File: src/rtl/constants_pkg.sv
// Default geometry constants for the instruction cache.
package constants_pkg;

  localparam int unsigned ICACHE_ARCH_LEN  = 32;
  localparam int unsigned ICACHE_LINE_BITS = 128;
  localparam int unsigned ICACHE_NUM_LINES = 4;
  localparam int unsigned ICACHE_INST_BITS = 32;

  // Saturating increment used by the optional statistics counters.
  function automatic logic [31:0] sat_inc32(input logic [31:0] v);
    return (v == 32'hFFFF_FFFF) ? v : v + 32'd1;
  endfunction

endpackage

File: src/rtl/structure_pkg.sv
// Shared type definitions for the instruction cache.
package structure_pkg;

  typedef enum logic [1:0] {
    IC_READY = 2'd0,
    IC_REQ   = 2'd1,
    IC_WAIT  = 2'd2
  } icache_state_t;

endpackage

File: src/rtl/icache_line_array.sv
// Valid/tag/data storage for the direct-mapped icache: combinational read,
// single write port, synchronous clear of all valid bits.
module icache_line_array
  import constants_pkg::*;
#(
  parameter int unsigned LINE_BITS  = ICACHE_LINE_BITS,
  parameter int unsigned NUM_LINES  = ICACHE_NUM_LINES,
  parameter int unsigned TAG_BITS   = 26,
  parameter int unsigned INDEX_BITS = 2
) (
  input  logic                  clk,
  input  logic                  rst,
  input  logic                  clear_all_i,
  input  logic [INDEX_BITS-1:0] rd_index_i,
  output logic                  rd_valid_o,
  output logic [TAG_BITS-1:0]   rd_tag_o,
  output logic [LINE_BITS-1:0]  rd_line_o,
  input  logic                  wr_en_i,
  input  logic [INDEX_BITS-1:0] wr_index_i,
  input  logic [TAG_BITS-1:0]   wr_tag_i,
  input  logic [LINE_BITS-1:0]  wr_line_i,
  input  logic                  wr_set_valid_i
);

  logic [NUM_LINES-1:0] valid_vec;
  logic [TAG_BITS-1:0]  tag_q  [NUM_LINES];
  logic [LINE_BITS-1:0] data_q [NUM_LINES];

  // Only the valid bits need reset; tag/data are qualified by valid.
  for (genvar gi = 0; gi < NUM_LINES; gi++) begin : g_valid
    logic valid_q;
    always_ff @(posedge clk or negedge rst) begin
      if (!rst) begin
        valid_q <= 1'b0;
      end else if (clear_all_i) begin
        valid_q <= 1'b0;
      end else if (wr_en_i && (wr_index_i == INDEX_BITS'(gi))) begin
        valid_q <= wr_set_valid_i;
      end
    end
    assign valid_vec[gi] = valid_q;
  end

  always_ff @(posedge clk) begin
    if (wr_en_i) begin
      tag_q[wr_index_i]  <= wr_tag_i;
      data_q[wr_index_i] <= wr_line_i;
    end
  end

  assign rd_valid_o = valid_vec[rd_index_i];
  assign rd_tag_o   = tag_q[rd_index_i];
  assign rd_line_o  = data_q[rd_index_i];

endmodule

File: src/rtl/icache.sv
// Direct-mapped read-only instruction cache with single-line refill FSM.
// Optional hit/miss counters are enabled by defining ICACHE_STATS_EN.
module icache
  import constants_pkg::*;
  import structure_pkg::*;
#(
  parameter int unsigned ARCH_LEN  = ICACHE_ARCH_LEN,
  parameter int unsigned LINE_BITS = ICACHE_LINE_BITS,
  parameter int unsigned NUM_LINES = ICACHE_NUM_LINES
) (
  input  logic                 clk,
  input  logic                 rst,
  input  logic                 fet_req_valid,
  input  logic [ARCH_LEN-1:0]  fet_req_addr,
  output logic                 fet_rsp_valid,
  output logic [31:0]          fet_rsp_inst,
  output logic                 fet_stall,
  input  logic                 flush,
  output logic                 mem_req_valid,
  output logic [ARCH_LEN-1:0]  mem_req_addr,
  input  logic                 mem_req_ready,
  input  logic                 mem_rsp_valid,
  input  logic [LINE_BITS-1:0] mem_rsp_line
`ifdef ICACHE_STATS_EN
  ,
  output logic [31:0]          hit_count,
  output logic [31:0]          miss_count
`endif
);

  localparam int unsigned WORDS       = LINE_BITS / ICACHE_INST_BITS;
  localparam int unsigned WSEL_BITS   = $clog2(WORDS);
  localparam int unsigned OFFSET_BITS = $clog2(LINE_BITS / 8);
  localparam int unsigned INDEX_BITS  = $clog2(NUM_LINES);
  localparam int unsigned TAG_BITS    = ARCH_LEN - OFFSET_BITS - INDEX_BITS;

  icache_state_t         state_q, state_d;
  logic [ARCH_LEN-1:0]   miss_addr_q, miss_addr_d;
  logic                  flush_pend_q, flush_pend_d;

  logic [WSEL_BITS-1:0]  req_wsel;
  logic [INDEX_BITS-1:0] req_index;
  logic [TAG_BITS-1:0]   req_tag;
  logic                  unused_addr_lsb;

  logic                  rd_valid;
  logic [TAG_BITS-1:0]   rd_tag;
  logic [LINE_BITS-1:0]  rd_line;
  logic                  lookup_hit;
  logic [31:0]           line_words [WORDS];
  logic                  clear_all;
  logic                  wr_en;
  logic                  wr_set_valid;

  assign req_wsel        = fet_req_addr[OFFSET_BITS-1:2];
  assign req_index       = fet_req_addr[OFFSET_BITS +: INDEX_BITS];
  assign req_tag         = fet_req_addr[ARCH_LEN-1 -: TAG_BITS];
  assign unused_addr_lsb = ^fet_req_addr[1:0];

  icache_line_array #(
    .LINE_BITS  (LINE_BITS),
    .NUM_LINES  (NUM_LINES),
    .TAG_BITS   (TAG_BITS),
    .INDEX_BITS (INDEX_BITS)
  ) u_line_array (
    .clk            (clk),
    .rst            (rst),
    .clear_all_i    (clear_all),
    .rd_index_i     (req_index),
    .rd_valid_o     (rd_valid),
    .rd_tag_o       (rd_tag),
    .rd_line_o      (rd_line),
    .wr_en_i        (wr_en),
    .wr_index_i     (miss_addr_q[OFFSET_BITS +: INDEX_BITS]),
    .wr_tag_i       (miss_addr_q[ARCH_LEN-1 -: TAG_BITS]),
    .wr_line_i      (mem_rsp_line),
    .wr_set_valid_i (wr_set_valid)
  );

  for (genvar gi = 0; gi < WORDS; gi++) begin : g_words
    assign line_words[gi] = rd_line[gi*32 +: 32];
  end

  assign lookup_hit   = rd_valid && (rd_tag == req_tag);
  // A flush seen anywhere during the miss (including the fill cycle) keeps the line invalid.
  assign wr_set_valid = !(flush_pend_q || flush);
  assign mem_req_addr = miss_addr_q;

  always_ff @(posedge clk or negedge rst) begin
    if (!rst) begin
      state_q      <= IC_READY;
      miss_addr_q  <= '0;
      flush_pend_q <= 1'b0;
    end else begin
      state_q      <= state_d;
      miss_addr_q  <= miss_addr_d;
      flush_pend_q <= flush_pend_d;
    end
  end

  always_comb begin
    state_d       = state_q;
    miss_addr_d   = miss_addr_q;
    flush_pend_d  = flush_pend_q;
    fet_rsp_valid = 1'b0;
    fet_rsp_inst  = '0;
    fet_stall     = 1'b0;
    mem_req_valid = 1'b0;
    clear_all     = 1'b0;
    wr_en         = 1'b0;
    case (state_q)
      IC_READY: begin
        clear_all    = flush;
        flush_pend_d = 1'b0;
        if (fet_req_valid) begin
          if (lookup_hit) begin
            fet_rsp_valid = 1'b1;
            fet_rsp_inst  = line_words[req_wsel];
          end else begin
            fet_stall   = 1'b1;
            miss_addr_d = {fet_req_addr[ARCH_LEN-1:OFFSET_BITS], {OFFSET_BITS{1'b0}}};
            state_d     = IC_REQ;
          end
        end
      end
      IC_REQ: begin
        fet_stall     = 1'b1;
        mem_req_valid = 1'b1;
        if (flush) flush_pend_d = 1'b1;
        if (mem_req_ready) state_d = IC_WAIT;
      end
      IC_WAIT: begin
        fet_stall = 1'b1;
        if (flush) flush_pend_d = 1'b1;
        if (mem_rsp_valid) begin
          wr_en        = 1'b1;
          flush_pend_d = 1'b0;
          state_d      = IC_READY;
        end
      end
      default: state_d = IC_READY;
    endcase
  end

`ifdef ICACHE_STATS_EN
  logic [31:0] hit_count_q, miss_count_q;

  always_ff @(posedge clk or negedge rst) begin
    if (!rst) begin
      hit_count_q  <= '0;
      miss_count_q <= '0;
    end else if ((state_q == IC_READY) && fet_req_valid) begin
      if (lookup_hit) hit_count_q  <= sat_inc32(hit_count_q);
      else            miss_count_q <= sat_inc32(miss_count_q);
    end
  end

  assign hit_count  = hit_count_q;
  assign miss_count = miss_count_q;
`endif

endmodule

File: config.mk
export PLATFORM = sky130hd
export DESIGN_NAME = icache
export DESIGN_NICKNAME = d
export VERILOG_FILES = /design/src/rtl/constants_pkg.sv /design/src/rtl/structure_pkg.sv /design/src/rtl/icache_line_array.sv /design/src/rtl/icache.sv
export SDC_FILE = /design/constraint.sdc
export NUM_CORES = 1
export LEC_CHECK = 0
export CAP_MARGIN = 20
export CORE_MARGIN = 5
export CORE_UTILIZATION = 37
export DETAILED_ROUTE_END_ITERATION = 12
export PLACE_DENSITY_LB_ADDON = 0.05
export RECOVER_POWER = 100
export SETUP_SLACK_MARGIN = 0.5
export SLEW_MARGIN = 20
export SYNTH_ARGS = -nofsm -noshare
export SYNTH_HDL_FRONTEND = slang
export SYNTH_SLANG_ARGS = --single-unit
File: constraint.sdc
create_clock -name clk -period 12.3 [get_ports clk]
set_clock_uncertainty 0.05 [all_clocks]
set_input_delay 3.075 -clock clk [delete_from_list [all_inputs] [get_ports clk]]
set_output_delay 3.075 -clock clk [all_outputs]
set_load 0.03 [all_outputs]
==> results of run 1 <==
[routing by layer]
layer  track usage  part of all wire  up-vias
met1         0.197              0.42     6245
met4        0.0427             0.025       12
met5             0            0.0013        -
met3        0.0374             0.053      121
li1              -                 -     5175
met2         0.256              0.50      268
[state kept, by name, summed over array words and instances (netlist names)]
register,count
flush_pend_q,1
mem_req_addr,28
state_q,2
u_line_array.data_q,512
u_line_array.g_valid.valid_q,4
u_line_array.tag_q,104
[area by class of cell]
| type | count | area share |
|---|---|---|
| Inverter | 9 | 0.00114 |
| Sequential cell | 651 | 0.632 |
| Antenna cell | 11 | 0.000898 |
| Timing Repair Buffer | 247 | 0.0772 |
| Multi-Input combinational cell | 380 | 0.179 |
| Clock inverter | 35 | 0.00784 |
| Tap cell | 873 | 0.0356 |
| Clock buffer | 97 | 0.0657 |
[kinds of logic (layout without fill, tap and decap cells)]
family / Yosys count / after routing / synth area share
flip-flops: 651 / 651 / 0.769
adder cells (fa/ha/maj): 4 / 4 / 0.00199
XOR/XNOR: 22 / 22 / 0.00765
buffers and inverters: 62 / 388 / 0.0130
AO/OA/AOI/OAI: 49 / 49 / 0.0144
multiplexers: 234 / 234 / 0.178
AND/OR/NAND/NOR: 67 / 67 / 0.0153
other: 1 / 15 / 0.000149
[power groups by stage]
stage	clock, W	sequential (W)	combinational [W]
floorplan	0	0.00294	0.000338
global route	0.00221	0.00284	0.000753
detailed placement	0	0.00286	0.000751
CTS	0.00212	0.00281	0.000752
finish	0.00204	0.00282	0.000697
global placement	0	0.00285	0.000750
[through the flow]
step	hold WS, ns	utilization
after floorplan	0.483	-
after global placement	0.477	0.422
after detailed placement	0.485	0.422
after CTS	0.498	0.456
after global routing	0.515	0.454
final	0.490	0.455
[cell usage in the layout, fill, tap and decap left out, types with 3 or more instances in the layout]
cell | synthesis | routed
a21oi_1 | 9 | 9
a2bb2oi_1 | 4 | 4
diode_2 | 0 | 11
buf_4 | 5 | 9
clkinv_2 | 0 | 13
bufinv_16 | 0 | 3
nor2b_1 | 3 | 3
o32ai_1 | 3 | 3
clkbuf_16 | 0 | 77
mux2i_1 | 35 | 35
edfxtp_1 | 616 | 616
xnor2_1 | 12 | 12
xor2_1 | 10 | 10
nor2_1 | 6 | 6
o22ai_1 | 6 | 6
ha_1 | 4 | 4
dlygate4sd3_1 | 0 | 190
inv_1 | 9 | 8
nand2_1 | 6 | 6
nor4_1 | 4 | 4
mux4_2 | 169 | 169
o21ai_0 | 6 | 6
and2_1 | 32 | 32
clkbuf_1 | 21 | 32
clkinv_1 | 0 | 16
dfrtp_1 | 35 | 35
nand4_1 | 3 | 3
nand3_1 | 6 | 6
mux2_2 | 29 | 29
clkdlybuf4s50_1 | 0 | 31
conb_1 | 1 | 4
[final timing paths]
check                                        startpoint                                          end  slack, ns  depth (start not counted)
setup / recovery                        fet_req_addr[4]                              fet_rsp_inst[2]       1.17                         11
hold / removal             mem_req_addr[13]$_DFFE_PN0P_           u_line_array.tag_q[3][7]$_DFFE_PP_       0.49                          0
setup reg to reg                 state_q[0]$_DFFE_PN0P_        u_line_array.data_q[0][125]$_DFFE_PP_       4.64                          6
hold reg to reg            mem_req_addr[13]$_DFFE_PN0P_           u_line_array.tag_q[3][7]$_DFFE_PP_       0.49                          0
max in group asynchronous                           rst  u_line_array.g_valid[1].valid_q$_DFFE_PN0P_       7.80                          1
min in group asynchronous                           rst                 mem_req_addr[22]$_DFFE_PN0P_       3.11                          1
==> metrics.txt, run 1 <==
largest net degree at the start of global routing 62; Die ar. 73400 um2; final hold vios 0; worst path cell trace buf_8 -> buf_4 -> mux2i_1 -> xnor2_1 -> a2111oi_0 -> nor2_1 -> a221o_1 -> nor3_2 -> buf_4 -> and2_1 -> dlygate4sd3_1; fin crit share 0.905; Worst Path Class, Setup primary input to output pin; DRT Pass-1 Iters 4; slowest stage delay, CP 1.17 ns; critical path buffer and inverter count 4; Reg power frac 0.507; root buf cell clkbuf_16; # clock sinks 651; violated checks max-capacitance violations, max-slew violations; Max-cap violations 18; Syn-to-layout area delta 21.7%; Post-Place Worst Slack 1.46 ns; Reg clk slew, reported paths 0.06 ns; synth warn 0; FMAX 89.9 MHz; overall power 0.00556 W; Leakage 9.94 nW; io pins 233; RSZ-0062 raised after global routing no; area of the multi-input gates 5500 um2; input/output buffers 226; Arrival @ worst endpoint 8.00 ns; row count 95; Placement Cell Area 28400 um2; Final Cell Area 30600 um2; Final Instance Count excl. Fillers 2303; Synth Flop Type edfxtp_1; All-Layer GR Usage 0.152; maximum vdd drop 0.0894 mV; top post-synthesis cells by count edfxtp_1 (616), mux4_2 (169), dfrtp_1 (35), mux2i_1 (35), and2_1 (32); leading area contributor after synthesis edfxtp_1; Post-Route WL 55800 um; gpl congestion 0.696; delay-heaviest family, CP buffers and inverters; clk buf depth 3; Crit. End Element output pin; worst hold path type register to register; die width 271 um; largest cells by area after synthesis edfxtp_1 (73%), mux4_2 (15%), dfrtp_1 (3.5%), mux2i_1 (1.4%), mux2_2 (1.3%); # DRC 0; Yosys reg bits 651; slew at the pin closest to its max-slew limit 4.15 ns; data required time at the worst endpoint 9.17 ns; CTS tree yes; drt via density 5.13; total setup buffers inserted after CTS 0; Slew Limit Fails 727; dpl hpwl 32400 um; crit path max fanout 52; htree depth 3; Seq/Total Area, Yosys 0.769; PwrDens 181 nW/um2; vias 11800; synthesized area 25200 um2; area share of the largest cell type after synthesis 0.734; Resized Gates After CTS 0; vias in the first global route 12900; core area 67400 um2; critical path's slowest cell nor3_2; clock share of power 0.368; Post-synth ARST share 0.0538; cell internal pwr 0.00422 W; Sw Share 0.241; number of antenna violations at the first check in global routing 28; hold-fix buffers at CTS 0; final worst slack 1.17 ns; Cells after Synth 1090; Post-DRT Antenna Nets 0; share of post-route cells with drive strength above 1 0.219; worst rel slew slack -1.77; die height 271 um; Post-synth EDFFs 616; setup TNS 0 ns; global-route wire length before repair 83900 um; Nets 1533; initial detailed-routing violation count 756; post-DR wirelength/cell 24.2 um; Final min period 11.13 ns; CTS Buf Count 74; fillers 5725; most frequent cell after synthesis edfxtp_1; status finished with violations; syn avg cell area 23.1 um2; Placed Cells 2160; Seq. cell area 19400 um2; later-pin clock latency in the skew report 0.58 ns; initial core utilization 0.374; critical path launch point type primary input; gr ovfl total 0; setup violators final 0; library cells used by synthesis 49; CP most frequent cell buf_4; Net Sw Power 0.00134 W; Logic pwr share 0.125
Note: power is estimated with default switching activity, not from simulation.
==> run 2: changes to the inputs <==
--- a/config.mk
+++ b/config.mk
@@ -9,7 +9,7 @@
 export CORE_MARGIN = 5
 export CORE_UTILIZATION = 37
 export DETAILED_ROUTE_END_ITERATION = 12
-export PLACE_DENSITY_LB_ADDON = 0.05
+export PLACE_DENSITY = 0.61
 export RECOVER_POWER = 100
 export SETUP_SLACK_MARGIN = 0.5
 export SLEW_MARGIN = 20
==> metrics.txt, run 2 (same netlist as run 1, synthesis figures left out) <==
RSZ-0062 raised after global routing no; Arrival @ worst endpoint 7.63 ns (-0.37 ns); slew at the pin closest to its max-slew limit 4.23 ns (+0.0760 ns); Syn-to-layout area delta 22.1%; Placed Cells 2161 (+0.046%); Leakage 9.96 nW (+0.19%); worst hold path type register to register; total setup buffers inserted after CTS 0 (unchanged); CTS tree yes; share of post-route cells with drive strength above 1 0.218 (-0.00126); io pins 233 (unchanged); post-DR wirelength/cell 23.3 um (-3.8%); Crit. End Element output pin; maximum vdd drop 0.113 mV (+26%); gpl congestion 0.768 (+10%); CTS Buf Count 72 (-2.7%); FMAX 93.0 MHz (+3.5%); clock share of power 0.376 (+0.008); Reg-to-Reg Start state_q[0]$_DFFE_PN0P_; dpl hpwl 31800 um (-1.7%); global-route wire length before repair 82200 um (-2.0%); violated checks max-capacitance violations, max-slew violations; Worst Hold Depth 0 (unchanged); vias 11800 (-0.47%); Net Sw Power 0.00136 W (+1.2%); input/output buffers 226 (unchanged); Die ar. 73400 um2 (unchanged); final core occ 0.456 (+0.00167); Reg power frac 0.501 (-0.006); vias in the first global route 12900 (+0.13%); Max-cap violations 14 (-4); # DRC 0 (unchanged); DRT Pass-1 Iters 4 (unchanged); Worst Hold End u_line_array.tag_q[0][25]$_DFFE_PP_; Resized Gates After CTS 0 (unchanged); crit path max fanout 58 (+12%); cells on worst reg2reg path 6 (unchanged); Reg clk slew, reported paths 0.06 ns (about the same); initial detailed-routing violation count 768 (+1.6%); later-pin clock latency in the skew report 0.59 ns (about the same); number of antenna violations at the first check in global routing 28 (unchanged); Post-Route WL 53800 um (-3.6%); r2r endpoint u_line_array.data_q[3][23]$_DFFE_PP_; root buf cell clkbuf_16; data required time at the worst endpoint 9.17 ns (about the same); die height 271 um (unchanged); Largest register FFs 512 (unchanged); status finished with violations; All-Layer GR Usage 0.147 (-0.00452); critical path launch point type primary input; fin crit share 0.874 (-0.0303); R2R setup slack 3.87 ns (-0.77 ns); register with the most flip-flops u_line_array.data_q; fillers 5617 (-1.9%); drt via density 5.10 (-0.64%); worst rel slew slack -1.82 (-0.0507); clk buf depth 3 (unchanged); Slew Limit Fails 697 (-4.1%); setup violators final 0 (unchanged); core area 67400 um2 (unchanged); # clock sinks 651 (unchanged); final hold vios 0 (unchanged); Logic pwr share 0.123 (-0.002); hold-fix buffers at CTS 0 (unchanged); Final min period 10.75 ns (-0.372 ns); Post-DRT Antenna Nets 0 (unchanged); row count 95 (unchanged); PwrDens 183 nW/um2 (+1.0%); Final Instance Count excl. Fillers 2307 (+0.17%); initial core utilization 0.374 (unchanged); Nets 1532 (-0.065%); die width 271 um (unchanged); hold path startpoint mem_req_addr[31]$_DFFE_PN0P_; gr ovfl total 0 (unchanged); most frequent cells in the layout edfxtp_1 (616), dlygate4sd3_1 (189), mux4_2 (169); cell internal pwr 0.00428 W (+1.5%); largest net degree at the start of global routing 65 (+4.8%); most common cell after layout, fill and taps aside edfxtp_1; setup TNS 0 ns (unchanged); Worst Path Class, Setup primary input to output pin; Sw Share 0.241 (-0.000523); htree depth 3 (unchanged)
[run 2: cell count changes in the layout (fill, tap and decap cells not counted), moves of 4 or more]
cell       previous run  this run
clkinv_2             13         7
clkinv_1             16        21
bufinv_16             3         7
diode_2              11        16
clkbuf_1             32        26
[run 2: per-stage QoR]
| stage | setup slack [ns] | total power (W) | hold WS [ns] | area, um2 |
|---|---|---|---|---|
| after floorplan | 1.83 | 0.00328 | 0.483 | 25200 |
| after global placement | 1.60 | 0.00358 | 0.466 | 28500 |
| after detailed placement | 2.01 | 0.00360 | 0.478 | 28500 |
| after CTS | 2.00 | 0.00574 | 0.496 | 30800 |
| after global routing | 0.935 | 0.00588 | 0.520 | 30700 |
| final | 1.55 | 0.00563 | 0.485 | 30800 |
[run 2: worst max path at each step]
stage | start | end | slack [ns]
after global placement | fet_req_addr[5] | fet_rsp_inst[19] | 1.60
after detailed placement | fet_req_addr[4] | fet_rsp_inst[13] | 2.01
final | fet_req_addr[4] | fet_rsp_inst[18] | 1.55
after CTS | fet_req_addr[4] | fet_rsp_inst[13] | 2.00
after global routing | mem_rsp_valid | u_line_array.data_q[3][23]$_DFFE_PP_ | 0.93
after floorplan | mem_rsp_valid | u_line_array.g_valid[0].valid_q$_DFFE_PN0P_ | 1.83
[run 2: final cells by class]
type / count / area, um2 / area share
clock inverters: 43 / 398 / 0.0129
clock buffers: 87 / 1940 / 0.0632
flip-flops and latches: 651 / 19400 / 0.630
diodes: 16 / 40.0 / 0.00130
well taps: 873 / 1090 / 0.0355
inverters: 9 / 35.0 / 0.00114
multi-input cells: 380 / 5500 / 0.179
repair buffers: 248 / 2370 / 0.0772
[run 2: power by group through the flow]
stage / clock (W) / sequential [W] / combinational [W]
floorplan: 0 / 0.00294 / 0.000338
global placement: 0 / 0.00284 / 0.000735
detailed placement: 0 / 0.00286 / 0.000742
CTS: 0.00218 / 0.00281 / 0.000745
global route: 0.00228 / 0.00285 / 0.000745
finish: 0.00212 / 0.00282 / 0.000693
[run 2: critical path, cell delays in order]
cell and delay (ns):
buf_8 0.47, mux4_2 0.59, xor2_1 0.16, nor4_1 0.65, nand3_1 0.33, nor3_1 0.91
clkbuf_1 0.43, and2_1 0.19, dlygate4sd3_1 0.75
[run 2: routing by layer]
layer	GRT usage	vias to the layer above	wire length (um)
li1	-	5207	-
met5	0	-	92
met1	0.196	6158	23000
met2	0.241	287	26400
met4	0.0452	14	1230
met3	0.0381	100	3120
==> run 3: changes to the inputs <==
--- a/config.mk
+++ b/config.mk
@@ -12,6 +12,7 @@
 export PLACE_DENSITY = 0.61
 export RECOVER_POWER = 100
 export SETUP_SLACK_MARGIN = 0.5
+export SKIP_LAST_GASP = 1
 export SLEW_MARGIN = 20
 export SYNTH_ARGS = -nofsm -noshare
 export SYNTH_HDL_FRONTEND = slang
==> results of run 3 <==
Final layout, timing and power as in run 2 (identical DEF).
